$ cat config.mk
export PLATFORM = sky130hd
export DESIGN_NAME = apb_master_bridge
export DESIGN_NICKNAME = d
export VERILOG_FILES = /design/src/rtl/apb_master_bridge.sv
export SDC_FILE = /design/constraint.sdc
export NUM_CORES = 1
export LEC_CHECK = 0
export ABC_AREA = 0
export CORE_ASPECT_RATIO = 1.75
export CORE_MARGIN = 1
export CORE_UTILIZATION = 42
export CTS_CLUSTER_DIAMETER = 30
export DETAILED_ROUTE_END_ITERATION = 10
export PLACE_DENSITY = 0.79
export SLEW_MARGIN = 10
export SYNTH_ARGS = -nofsm -noshare
export SYNTH_HDL_FRONTEND = slang
export SYNTH_SLANG_ARGS = --single-unit
$ cat constraint.sdc
create_clock -name PCLK -period 2.22 [get_ports PCLK]
set_input_delay 0.222 -clock PCLK [delete_from_list [all_inputs] [get_ports PCLK]]
set_output_delay 0.222 -clock PCLK [all_outputs]
set_load 0.02 [all_outputs]
$ cat src/rtl/apb_master_bridge.sv
// APB master bridge: turns single cmd requests into APB SETUP/ACCESS transfers with a
// timeout abort and an optional extra cycle for sampling registered read data.
module apb_master_bridge #(
  parameter int unsigned TIMEOUT   = 16,
  parameter int unsigned RDATA_LAG = 1
) (
  input  logic        PCLK,
  input  logic        PRESETn,
  input  logic        cmd_valid,
  output logic        cmd_ready,
  input  logic        cmd_write,
  input  logic [7:0]  cmd_addr,
  input  logic [31:0] cmd_wdata,
  output logic        rsp_valid,
  output logic [31:0] rsp_rdata,
  output logic        rsp_err,
  output logic        PSEL,
  output logic        PENABLE,
  output logic        PWRITE,
  output logic [7:0]  PADDR,
  output logic [31:0] PWDATA,
  input  logic [31:0] PRDATA,
  input  logic        PREADY
);

  typedef enum logic [1:0] {StIdle, StSetup, StAccess, StRdwait} state_e;

  localparam logic [7:0] LastCnt = 8'(TIMEOUT - 1);

  state_e      state_q, state_d;
  logic [7:0]  cnt_q, cnt_d;
  logic        psel_d, penable_d, pwrite_d;
  logic [7:0]  paddr_d;
  logic [31:0] pwdata_d, rdata_d;
  logic        rsp_valid_d, rsp_err_d;

  assign cmd_ready = (state_q == StIdle);

  always_comb begin
    state_d     = state_q;
    cnt_d       = cnt_q;
    psel_d      = PSEL;
    penable_d   = PENABLE;
    pwrite_d    = PWRITE;
    paddr_d     = PADDR;
    pwdata_d    = PWDATA;
    rsp_valid_d = 1'b0;
    rsp_err_d   = rsp_err;
    rdata_d     = rsp_rdata;
    unique case (state_q)
      StIdle: begin
        if (cmd_valid) begin
          state_d   = StSetup;
          cnt_d     = '0;
          psel_d    = 1'b1;
          penable_d = 1'b0;
          pwrite_d  = cmd_write;
          paddr_d   = cmd_addr;
          pwdata_d  = cmd_wdata;
        end
      end
      StSetup: begin
        state_d   = StAccess;
        penable_d = 1'b1;
      end
      StAccess: begin
        cnt_d = cnt_q + 8'd1;
        if (PREADY) begin
          psel_d    = 1'b0;
          penable_d = 1'b0;
          if (PWRITE || RDATA_LAG == 0) begin
            state_d     = StIdle;
            rsp_valid_d = 1'b1;
            rsp_err_d   = 1'b0;
            if (!PWRITE) rdata_d = PRDATA;
          end else begin
            state_d = StRdwait;
          end
        end else if (cnt_q == LastCnt) begin
          // Slave never answered within the budget: abort with an error response.
          state_d     = StIdle;
          psel_d      = 1'b0;
          penable_d   = 1'b0;
          rsp_valid_d = 1'b1;
          rsp_err_d   = 1'b1;
          rdata_d     = '0;
        end
      end
      StRdwait: begin
        state_d     = StIdle;
        rsp_valid_d = 1'b1;
        rsp_err_d   = 1'b0;
        rdata_d     = PRDATA;
      end
    endcase
  end

  always_ff @(posedge PCLK or negedge PRESETn) begin
    if (!PRESETn) begin
      state_q   <= StIdle;
      cnt_q     <= '0;
      PSEL      <= 1'b0;
      PENABLE   <= 1'b0;
      PWRITE    <= 1'b0;
      PADDR     <= '0;
      PWDATA    <= '0;
      rsp_valid <= 1'b0;
      rsp_err   <= 1'b0;
      rsp_rdata <= '0;
    end else begin
      state_q   <= state_d;
      cnt_q     <= cnt_d;
      PSEL      <= psel_d;
      PENABLE   <= penable_d;
      PWRITE    <= pwrite_d;
      PADDR     <= paddr_d;
      PWDATA    <= pwdata_d;
      rsp_valid <= rsp_valid_d;
      rsp_err   <= rsp_err_d;
      rsp_rdata <= rdata_d;
    end
  end

endmodule

==> metrics.yaml, run 1 <==
status:
  status: "finished, final reports clean"
synth:
  synth_ff_type: "dfrtp_1"
  syn_nets: 345
  yosys-top-cells-area: "dfrtp_1, mux2_2, a221o_1"
  netlist_instances: 267
  synth-adder-area-share_pct: 0.347
  synth_top_family_by_area: "compound AO/OA/AOI/OAI gates"
  synth_edf_count: 0
  synth_mux_area_share_pct: 13.1
  yosys.area.top_type: "dfrtp_1"
  synth_area_mm2: 0.00360
  synth-simple-area-share_pct: 9.58
  yosysWarnings: 0
  synth_commonest_cells: "dfrtp_1, mux2_2, nor2b_1"
  synth_xor_xnor_area_share_pct: 0
  ys_ff_latch: 87
  synth_area_per_cell_um2: 13.5
  synth-compound-area-share_pct: 13.4
  synth_top_area_share_pct: 60.4
  yosysSeqAreaShare_pct: 60.4
  async_flop_share_pct: 100
  synth.most_common_cell: "dfrtp_1"
  synthDistinctLibCells: 33
global_routing:
  grt_pass1_wl_um: 13500
  antenna_found_initial: 0
  grt.overflow.total: 0
  grt_usage_pct: 19.4
  grt_pass1_vias: 2847
  grt_max_degree: 45
detailed_routing:
  avgViaCountPerCell: 5.11
  ant_nets: 0
  drc: 0
  wl_um: 8220
  dr.pass1.iters: 4
  drt_iter0_markers: 94
  wire_per_inst_um: 15.2
  via_count: 2757
final_layout:
  final_area_mm2: 0.00556
  nets: 499
  areaGrowthSynthToFinish_pct: 54.3
  antenna_cells: 0
  drive_above_1_share_pct: 15.8
clock_network:
  numCtsBuffers: 9
  clk_root_buffer_cell: "clkbuf_16"
  cts_tree: "done"
  cts_resized: 0
  clkSinkCount: 87
  clock_path_buffers: 2
  htreeDepth: 3
  clk_pin_slew_ns: 0.07
  post_cts_buffers: 0
  ctsHoldBuffers: 1
  worstSkewPairLatency_ns: 0.34
timing:
  rsz0062_at_grt: "false"
  hold_viol_final: 0
  setup_viol: 0
  post-route-min-period_ns: 1.92
  tightestPinTransition_ns: 0.741
  fmaxAchievable_mhz: 521
  fin_crit_sh_pct: 86.4
  fin_tns_setup_ns: 0
  report.final.slew_viol_count: 0
  slew_headroom_pct: 50.5
  fin_skew_ns: 0.00812
floorplanning:
  core_area_mm2: 0.00831
  die_area_mm2: 0.00897
  die_w_um: 72.0
  start_util_pct: 43.3
  die_h_um: 125
  pin_count: 155
  rows: 44
placed_design:
  gp_congestion: 0.803
  place_area_mm2: 0.00525
  dpl.hpwl_um: 5930
  io_buffers: 154
worst_setup_path:
  worstPathMaxFanout: 32
  path_class: "reg2reg"
  start_kind: "flip-flop"
  crit_arrival_ns: 2.13
  end_kind: "flip-flop"
  required_ns: 2.43
job:
  cap_violations: 0
pwr:
  p_per_area_mw_per_mm2: 1420
  leakage_nw: 2.20
  vdd_drop_max_uv: 806
min_path:
  min_path_type: "in2async"
## layout by cell type, fill, tap and decap left out, types with 2 or more instances in the layout
cell / n
a21oi_1: 6
a221o_1: 30
a221o_2: 2
buf_4: 5
clkbuf_16: 9
clkdlybuf4s50_1: 153
clkinv_4: 2
clkinvlp_4: 2
dfrtp_1: 87
inv_1: 6
mux2_2: 41
nand2_1: 9
nand2b_1: 2
nand3_1: 4
nor2b_1: 33
o211ai_1: 3
o21ai_0: 5
o21bai_1: 2
o31ai_1: 2
or3_1: 2
or4_1: 2
## power by group
group / internal [mW] / leakage [nW] / total [mW] / switching (mW)
registers: 2.23 / 0.984 / 2.65 / 0.418
logic: 1.99 / 1.08 / 3.74 / 1.75
clock network: 0.872 / 0.138 / 1.48 / 0.604
total: 5.09 / 2.20 / 7.87 / 2.78
## state kept, by name (all words and copies together) (netlist names)
register   count
PADDR          8
PENABLE        1
PSEL           1
PWDATA        32
PWRITE         1
cnt_q          8
rsp_err        1
rsp_rdata     32
rsp_valid      1
state_q        2
## stage by stage
| stage | utilization, % | setup slack, ns | total power, mW | instances | hold WS, ns |
|---|---|---|---|---|---|
| 5_1_grt | 66.9 | 0.222 | 8.32 | 540 | 0.484 |
| 6_report | 66.9 | 0.301 | 7.87 | 540 | 0.435 |
| 3_3_place_gp | 63.1 | 0.300 | 6.32 | 524 | 0.241 |
| 4_1_cts | 66.8 | 0.140 | 7.95 | 540 | 0.437 |
| 2_1_floorplan | - | 0.418 | 4.79 | 267 | -0.0736 |
| 3_5_place_dp | 63.1 | 0.155 | 6.44 | 524 | 0.260 |
## logic make-up after synthesis
group	after synthesis
flops	87
simple gates	59
compound gates	55
mux	42
buf+inv	23
fa+ha+maj	1
## final timing paths
check	from	end	slack (ns)	depth (start not counted)
worst max-delay path	cnt_q[0]	rsp_rdata[13]	0.30	4
worst min-delay path	PRESETn	PWDATA[21]	0.44	2
worst max register to register	cnt_q[0]	rsp_rdata[13]	0.30	4
worst min register to register	PADDR[1]	PADDR[1]	0.50	1
max in group asynchronous	PRESETn	cnt_q[7]	1.16	3
min in group PCLK	PRDATA[8]	rsp_rdata[8]	0.49	2
## critical path, stage by stage (launching register included)
cell and delay [ns]:
dfrtp_1 0.39, ha_1 0.22, nand3_1 0.13, o41a_4 0.61, a221o_2 0.44
## final cells by class
cell class                      instances  area (um2)
Timing Repair Buffer                  160        1600
Clock buffer                            9         225
Sequential cell                        87        2180
Clock inverter                          6        71.3
Tap cell                              115         144
Fill cell                             637        2750
Multi-Input combinational cell        157        1320
Inverter                                6        22.5
## routing by layer
layer / routed length, um / track usage [%]
met1: 3250 / 22.6
met2: 4390 / 33.6
met3: 436 / 4.94
met4: 142 / 7.15
met5: 0 / 0
Note: power is estimated with default switching activity, not from simulation.
==> inputs of run 2 (changes only) <==
- CORE_MARGIN: 1 -> default
==> results of run 2 <==
No change in the layout: final DEF, timing and power equal those of run 1.
==> inputs of run 3 (changes only) <==
==> constraint.sdc (replaced) <==
create_clock -name PCLK -period 2.22 [get_ports PCLK]
set_input_delay 0.222 -clock PCLK [delete_from_list [all_inputs] [get_ports PCLK]]
set_output_delay 0.222 -clock PCLK [all_outputs]
set_load 0.005 [all_outputs]
==> run 3 against run 2 <==
Design area rose by 0.27%; routed wire length increased by 0.64%; clock skew grew 0.0015 ns; critical endpoint is now rsp_rdata[12]; largest cell class unchanged.
==> metrics.yaml, run 3 (same netlist as run 1, synthesis figures left out) <==
pwr:
  p_int_mw: 5.11  # +0.32%
  p_comb_share_pct: 43.1  # -4.5 points
  leakage_nw: 2.21  # +0.57%
  switchingPower_mw: 2.07  # -25%
  vdd_drop_max_uv: 715  # -11%
  p_seq_share_pct: 36.3  # +2.6 points
  clkPwrFrac_pct: 20.5  # +1.7 points
  switching_share_pct: 28.9  # -6.4 points
  p_per_area_mw_per_mm2: 1290  # -9.0%
detailed_routing:
  drt_iter0_markers: 100  # +6.4%
  via_count: 2787  # +1.1%
  drc: 0  # unchanged
  avgViaCountPerCell: 5.14  # +0.72%
  dr.pass1.iters: 4  # unchanged
  wl_um: 8270  # +0.64%
  ant_nets: 0  # unchanged
  wire_per_inst_um: 15.3  # +0.27%
final_layout:
  layout_commonest_cell: "clkdlybuf4s50_1"
  reg_top3: "PWDATA (32), rsp_rdata (32)"
  final_cell_mix: "clkdlybuf4s50_1, dfrtp_1, mux2_2"
  nets: 500  # +0.20%
  areaGrowthSynthToFinish_pct: 54.7
  antenna_cells: 0  # unchanged
  drive_above_1_share_pct: 15.9  # +0.16 points
  final_area_mm2: 0.00557  # +0.27%
worst_setup_path:
  cp_top_family: "compound AO/OA/AOI/OAI gates"
  crit_cells: 3  # -1
  r2r_start: "cnt_q[5]"
  crit_arrival_ns: 2.14  # about the same
  cpPeakStageDelay_ns: 0.53  # -0.08 ns
  start_kind: "flip-flop"
  crit_buf_inv: 0  # unchanged
  rrSetupSlack_ns: 0.29  # about the same
  r2r-end: "rsp_rdata[12]"
  critical_path.cell_chain: "or3_1 > o41a_4 > a221o_2"
  end_kind: "flip-flop"
  path_class: "reg2reg"
  required_ns: 2.43  # about the same
  r2r_cells: 3  # -1
  worstPathMaxFanout: 32  # unchanged
  slowest_stage: "o41a_4"
timing:
  fmaxAchievable_mhz: 518  # -0.69%
  tightestPinTransition_ns: 0.701  # -0.0403 ns
  post-route-min-period_ns: 1.93  # +0.0133 ns
  setup_viol: 0  # unchanged
  report.final.slew_viol_count: 0  # unchanged
  fin_crit_sh_pct: 87.0  # +0.60 points
  slew_headroom_pct: 53.3  # +2.8 points
  fin_tns_setup_ns: 0  # unchanged
  rsz0062_at_grt: "false"
  hold_viol_final: 0  # unchanged
  fin_skew_ns: 0.00964  # +0.00152 ns
clock_network:
  worstSkewPairLatency_ns: 0.33  # about the same
  clk_pin_slew_ns: 0.06  # about the same
  cts_resized: 0  # unchanged
  cts_tree: "done"
  post_cts_buffers: 0  # unchanged
  htreeDepth: 3  # unchanged
  clkSinkCount: 87  # unchanged
  numCtsBuffers: 9  # unchanged
  clock_path_buffers: 2  # unchanged
  clk_root_buffer_cell: "clkbuf_16"
  ctsHoldBuffers: 1  # unchanged
global_routing:
  grt_pass1_wl_um: 13700  # +1.1%
  grt.overflow.total: 0  # unchanged
  grt_max_degree: 56  # +24%
  antenna_found_initial: 0  # unchanged
  grt_usage_pct: 19.7  # +0.32 points
  grt_pass1_vias: 2999  # +5.3%
job:
  cap_violations: 0  # unchanged
floorplanning:
  start_util_pct: 43.3  # unchanged
  die_w_um: 72.0  # unchanged
  core_area_mm2: 0.00831  # unchanged
  rows: 44  # unchanged
  pin_count: 155  # unchanged
  die_area_mm2: 0.00897  # unchanged
  die_h_um: 125  # unchanged
placed_design:
  place_area_mm2: 0.00527  # +0.38%
  io_buffers: 154  # unchanged
  dpl.hpwl_um: 5930  # +0.10%
  gp_congestion: 0.839  # +4.5%
min_path:
  min_path_type: "in2async"
status:
  status: "finished, final reports clean"
## run 3: worst max-delay path by stage
stage | from | endpoint | slack [ns]
floorplan | cnt_q[0] | rsp_rdata[0] | 0.42
global placement | cmd_valid | PADDR[0] | 0.27
detailed placement | cmd_valid | PWDATA[25] | 0.24
CTS | cnt_q[5] | rsp_rdata[12] | 0.29
global route | cnt_q[0] | rsp_rdata[13] | 0.22
finish | cnt_q[5] | rsp_rdata[12] | 0.29
## run 3: cell type report
class / count / area (um2)
clock inverters: 6 / 67.6
fillers: 610 / 2740
flip-flops and latches: 87 / 2180
clock buffers: 10 / 229
inverters: 6 / 22.5
repair buffers: 161 / 1620
multi-input cells: 157 / 1320
well taps: 115 / 144
## run 3: metal layers
| layer | part of all wire, % | track usage (%) |
|---|---|---|
| met5 | 0 | 0 |
| met4 | 2.7 | 10.6 |
| met3 | 5.2 | 4.05 |
| met2 | 53 | 34.4 |
| met1 | 39 | 21.9 |
## run 3: worst reg2reg max path: cells and delay by family, from the launching register on
family / cells / cell delay (ns)
flops: 1 / 0.42
compound gates: 2 / 0.97
simple gates: 1 / 0.42
## run 3: per-stage QoR
stage	util (%)	cells	power [mW]	hold slack, ns	setup slack [ns]
floorplan	-	267	4.09	-0.0736	0.418
global placement	63.4	525	5.64	0.303	0.273
detailed placement	63.4	525	5.76	0.312	0.241
CTS	67.1	542	7.28	0.487	0.285
global route	67.1	542	7.64	0.499	0.218
finish	67.1	542	7.18	0.501	0.288
## run 3: power groups by stage
stage,clock [mW],sequential [mW],combinational [mW]
floorplan,0,2.64,1.45
global placement,0,2.61,3.03
detailed placement,0,2.63,3.13
CTS,1.53,2.62,3.14
global route,1.60,2.70,3.35
finish,1.48,2.61,3.09
